<file path="src/rtl/sync_fifo_lvl.sv">
// sync_fifo_lvl: single-clock FIFO with occupancy level and status flags.
// Storage is a flat array; flags decode from the registered level only.
//
// Optional build macro:
//   SYNC_FIFO_FWFT_EN  first-word-fall-through read port. When undefined
//                      the read port is registered (one-cycle rvalid_o).
//
// Ports:
//   clk        sole clock, rising edge
//   rst_n      asynchronous active-low reset
//   clr_i      synchronous flush of pointers, level and error flags
//   wenc_i     write request, accepted when not full
//   wdata_i    write data
//   renc_i     read request, accepted when not empty
//   rdata_o    read data
//   rvalid_o   rdata_o valid
//   full_o     level == DEPTH
//   empty_o    level == 0
//   afull_o    level >= AFULL_TH
//   aempty_o   level <= AEMPTY_TH
//   level_o    current occupancy, 0..DEPTH
//   ovf_o      sticky: write requested while full
//   udf_o      sticky: read requested while empty

module sync_fifo_lvl #(
    parameter int DEPTH     = 32,
    parameter int DWIDTH    = 8,
    parameter int AFULL_TH  = DEPTH - 2,
    parameter int AEMPTY_TH = 2
) (
    input  logic                   clk,
    input  logic                   rst_n,
    input  logic                   clr_i,
    input  logic                   wenc_i,
    input  logic [DWIDTH-1:0]      wdata_i,
    input  logic                   renc_i,
    output logic [DWIDTH-1:0]      rdata_o,
    output logic                   rvalid_o,
    output logic                   full_o,
    output logic                   empty_o,
    output logic                   afull_o,
    output logic                   aempty_o,
    output logic [$clog2(DEPTH):0] level_o,
    output logic                   ovf_o,
    output logic                   udf_o
);

    localparam int AW = $clog2(DEPTH);
    localparam int LW = AW + 1;

    localparam logic [LW-1:0] LVL_FULL = LW'(DEPTH);
    localparam logic [LW-1:0] LVL_AF   = LW'(AFULL_TH);
    localparam logic [LW-1:0] LVL_AE   = LW'(AEMPTY_TH);

    logic [DWIDTH-1:0] mem [DEPTH];

    logic [AW-1:0] wptr_q;
    logic [AW-1:0] rptr_q;
    logic [LW-1:0] level_q;
    logic          ovf_q;
    logic          udf_q;

    logic          wr_ok;
    logic          rd_ok;

    // Flags come only from the registered level, so a same-cycle
    // read never makes room for a write into a full FIFO and a
    // same-cycle write never feeds a read from an empty one.
    assign full_o   = (level_q == LVL_FULL);
    assign empty_o  = (level_q == '0);
    assign afull_o  = (level_q >= LVL_AF);
    assign aempty_o = (level_q <= LVL_AE);
    assign level_o  = level_q;
    assign ovf_o    = ovf_q;
    assign udf_o    = udf_q;

    assign wr_ok = wenc_i & ~full_o;
    assign rd_ok = renc_i & ~empty_o;

    // Pointers, level and sticky errors.
    always_ff @(posedge clk or negedge rst_n) begin
        if (!rst_n) begin
            wptr_q  <= '0;
            rptr_q  <= '0;
            level_q <= '0;
            ovf_q   <= 1'b0;
            udf_q   <= 1'b0;
        end else if (clr_i) begin
            wptr_q  <= '0;
            rptr_q  <= '0;
            level_q <= '0;
            ovf_q   <= 1'b0;
            udf_q   <= 1'b0;
        end else begin
            // Power-of-two depth: pointer wrap is the natural
            // overflow of the AW-bit add.
            if (wr_ok) begin
                wptr_q <= wptr_q + 1'b1;
            end
            if (rd_ok) begin
                rptr_q <= rptr_q + 1'b1;
            end
            unique case ({wr_ok, rd_ok})
                2'b10:   level_q <= level_q + 1'b1;
                2'b01:   level_q <= level_q - 1'b1;
                default: level_q <= level_q;
            endcase
            if (wenc_i && full_o) begin
                ovf_q <= 1'b1;
            end
            if (renc_i && empty_o) begin
                udf_q <= 1'b1;
            end
        end
    end

    // Storage has no reset; stale words are unreachable once
    // the pointers and level are cleared.
    always_ff @(posedge clk) begin
        if (wr_ok && !clr_i) begin
            mem[wptr_q] <= wdata_i;
        end
    end

`ifdef SYNC_FIFO_FWFT_EN

    // Head entry is always presented; forcing zero while empty
    // keeps rdata_o at its reset value and hides stale storage.
    assign rdata_o  = empty_o ? '0 : mem[rptr_q];
    assign rvalid_o = ~empty_o;

`else

    logic [DWIDTH-1:0] rdata_q;
    logic              rvalid_q;

    // Registered read: data lands on the accepting edge and
    // is held until the next accepted read.
    always_ff @(posedge clk or negedge rst_n) begin
        if (!rst_n) begin
            rdata_q  <= '0;
            rvalid_q <= 1'b0;
        end else if (clr_i) begin
            rvalid_q <= 1'b0;
        end else begin
            rvalid_q <= rd_ok;
            if (rd_ok) begin
                rdata_q <= mem[rptr_q];
            end
        end
    end

    assign rdata_o  = rdata_q;
    assign rvalid_o = rvalid_q;

`endif

endmodule

</file>
<file path="config.mk">
export PLATFORM = sky130hd
export DESIGN_NAME = sync_fifo_lvl
export DESIGN_NICKNAME = d
export VERILOG_FILES = /design/src/rtl/sync_fifo_lvl.sv
export SDC_FILE = /design/constraint.sdc
export NUM_CORES = 1
export LEC_CHECK = 0
export CORE_UTILIZATION = 63
export CTS_CLUSTER_DIAMETER = 100
export DETAILED_ROUTE_END_ITERATION = 6
export GPL_TIMING_DRIVEN = 0
export PLACE_DENSITY_LB_ADDON = 0.3
export SYNTH_ARGS = -nofsm -noshare
export SYNTH_HDL_FRONTEND = slang
export SYNTH_SLANG_ARGS = --single-unit
export TNS_END_PERCENT = 5
</file>
<file path="constraint.sdc">
create_clock -name clk -period 5.2 [get_ports clk]
set_input_delay 1.56 -clock clk [delete_from_list [all_inputs] [get_ports clk]]
set_output_delay 1.56 -clock clk [all_outputs]
set_load 0.005 [all_outputs]
</file>
==> metrics <==
CTS tree=built; Slew headroom=0.06794; core area=around 0.017 sq mm; Setup Skew=approximately 18 ps; nets=664; Synth Area in Compound Gates=0.03413; die area=roughly 0.018 sq mm; hpwl dp=between 10 and 15 mm; syn_nets=around 600; Final period util=0.7764; main combinational cell family by area after synthesis=multiplexers; min cycle time layout=between 4000 and 5000 ps; Peak VDD IR=0.0003897 V; unrepaired setup endpoints after global routing=false; root buf cell=clkbuf_16; Avg Inst Size Synth=19.34 sq um; mux share of post-synthesis cell area=0.1387; clk_lat worst skew=550 ps; Die W=between 100 and 150 um; Final Hold Viols=0; Vias=~5,900; setup violators final=0; largest net degree at the start of global routing=33; commonest non-fill, non-tap cell in the layout=edfxtp_1; Ports=34; setup bufs post-CTS=0; final instance area=0.01274 sq mm; Layout area overhead=13.61%; CTS H-tree lvls=1; CTS max path bufs=3; clk sinks=about 280; synthesized-area fraction occupied by adder cells=0.008923; Iter 0 DRT Violations=660; Total Neg Setup Slack=0 ps; share of cells above drive strength 1=0.2090; Critical Path RT=around 3600 ps; Synth Area in Simple Gates=0.04874; WP data arrival=between 2000 and 2500 ps; Port Buf Inserts=33; kind of start point of the critical path=flop; Critical Path End Type=output port; Post-CTS Resized=0; critical-path maximum fanout=8; row cnt=48; Final Wtd Congestion=~0.85; max-slew violations=0; Seq/Total Area, Yosys=0.7455; Max Used Layer=met4; Initial Util=0.6463; #FFs+latches synth=about 280; DRT antenna net count=0; area leader, netlist=edfxtp_1; most frequent cells in the layout=256 x edfxtp_1, 64 x mux4_2, 55 x nor2_1; Num CTS Buffers=28; WS Path Type=flop to output port; CTS clk-pin slew, worst paths=60 ps; initial antenna violation count=0; dpl cell area=0.01183 sq mm; DR vias/cell=around 6.6; Syn Inst Count=slightly below 600; Worst Tran Pin Value=~1400 ps; overflow left after global routing=0; Cell Area, Synth=around 0.011 sq mm; total power=about 5700 uW; met2 wire length=approximately 12 mm; max cap viols=0; FMAX=roughly 250 MHz; Synth cell types=46; first-pass GRT wire length=35.90 mm; first drt pass iteration count=5; Die Height=between 100 and 150 um; Synth top area share=0.6853; Leakage=about 0.0041 uW; Met1 Wirelength=approximately 9.3 mm; DR WL/cell=between 20 and 30 um; met3 routed WL=around 2.2 mm; vias in the first global route=5,812; synth warn=0; status=finished clean; Hold Crit Class=flop to flop; GRT Total Usage=0.2784; # DRC=0; n_diodes=0; Detailed Route WL=23.99 mm; main area contributors after synthesis=edfxtp_1 69%, mux4_2 13%, dfrtp_1 6.0%; CTS Hold Bufs=0; Synth Area in XOR/XNOR=0.01026; pwr/cell area=between 400 and 500 mW/mm^2
## cell usage after synthesis (all sizes together)
| master | n |
|---|---|
| mux2i | 1 |
| a21oi | 7 |
| nor2b | 2 |
| o21ai | 3 |
| nand3 | 5 |
| a31oi | 1 |
| nand2b | 3 |
| or3 | 2 |
| a22o | 1 |
| mux4 | 64 |
| xor2 | 8 |
| o31ai | 3 |
| edfxtp | 256 |
| or4 | 1 |
| mux2 | 9 |
| a31o | 1 |
| o22ai | 32 |
| nor4 | 8 |
| o211ai | 1 |
| nand4 | 5 |
| inv | 4 |
| nand3b | 4 |
| a211oi | 1 |
| dfrtp | 27 |
| nor3 | 6 |
| o31a | 2 |
| nor4b | 1 |
| nor2 | 55 |
| a41o | 2 |
| clkbuf | 12 |
| xnor2 | 3 |
| and3 | 2 |
| nor3b | 1 |
| buf | 17 |
| o211a | 1 |
| or3b | 1 |
| and2 | 2 |
| ha | 8 |
| nand2 | 18 |
## worst paths after layout
| kind | start | end | slack (ps) | cells past startpoint |
|---|---|---|---|---|
| worst max-delay path | level_o[2] | empty_o | 1160 | 4 |
| worst min-delay path | rdata_o[2] | rdata_o[2] | 510 | 1 |
| min in group asynchronous | rst_n | rdata_o[7] | 1060 | 1 |
| max in group asynchronous | rst_n | wptr_q[0] | 3700 | 1 |
| worst max register to register | level_o[0] | level_o[5] | 2020 | 10 |
| worst min register to register | rdata_o[2] | rdata_o[2] | 510 | 1 |
## critical path, stage by stage (launching register included)
cell and delay, ps:
dfrtp_1 390, buf_6 140, or4_4 550, nor3_1 280
clkdlybuf4s50_1 580
## layer usage
metal	track usage	up-vias
met5	0	-
met4	0.1149	0
met3	0.05537	65
met2	0.4259	338
met1	0.4002	2991
li1	-	2504
## layout make-up
cell class	count	area [sq um]
sequential	283	8363
fill	987	4612
multi-input combinational	264	2701
clock buffer	34	723.2
timing repair buffer	33	325.3
tap	225	281.5
clock inverter	18	196.4
buffer	29	138.9
inverter	4	15.01
## flip-flops by register name (all words and copies together), names as in the netlist
| name | flops |
|---|---|
| mem | 256 |
| rdata_o | 8 |
| level_o | 6 |
| rptr_q | 5 |
| wptr_q | 5 |
| ovf_o | 1 |
| rvalid_o | 1 |
| udf_o | 1 |
## stage by stage
| step | util | hold WS, ps | setup WS, ps | std cells |
|---|---|---|---|---|
| finish | 0.7343 | 508.6 | 1163 | 890 |
| global route | 0.7343 | 537.4 | 935.9 | 890 |
| CTS | 0.7346 | 511.7 | 1150 | 890 |
| detailed placement | 0.6816 | 498.3 | 699.8 | 838 |
| global placement | 0.6816 | 486.0 | 800.4 | 838 |
| floorplan | - | 485.9 | 1683 | 580 |
## kinds of logic (layout without fill, tap and decap cells)
kind of cell / count (synthesis) / in the layout
simple gates: 116 / 116
compound gates: 55 / 55
xor+xnor: 11 / 11
flops: 283 / 283
mux: 74 / 74
buf+inv: 33 / 118
fa+ha+maj: 8 / 8
## where the power goes
part / internal (uW) / leakage (uW) / switching [uW]
combinational: 521 / 0.000974 / 540
sequential: 2570 / 0.00265 / 66.4
clock: 1190 / 0.000449 / 818
No activity file was read; power rests on OpenSTA's default activity.
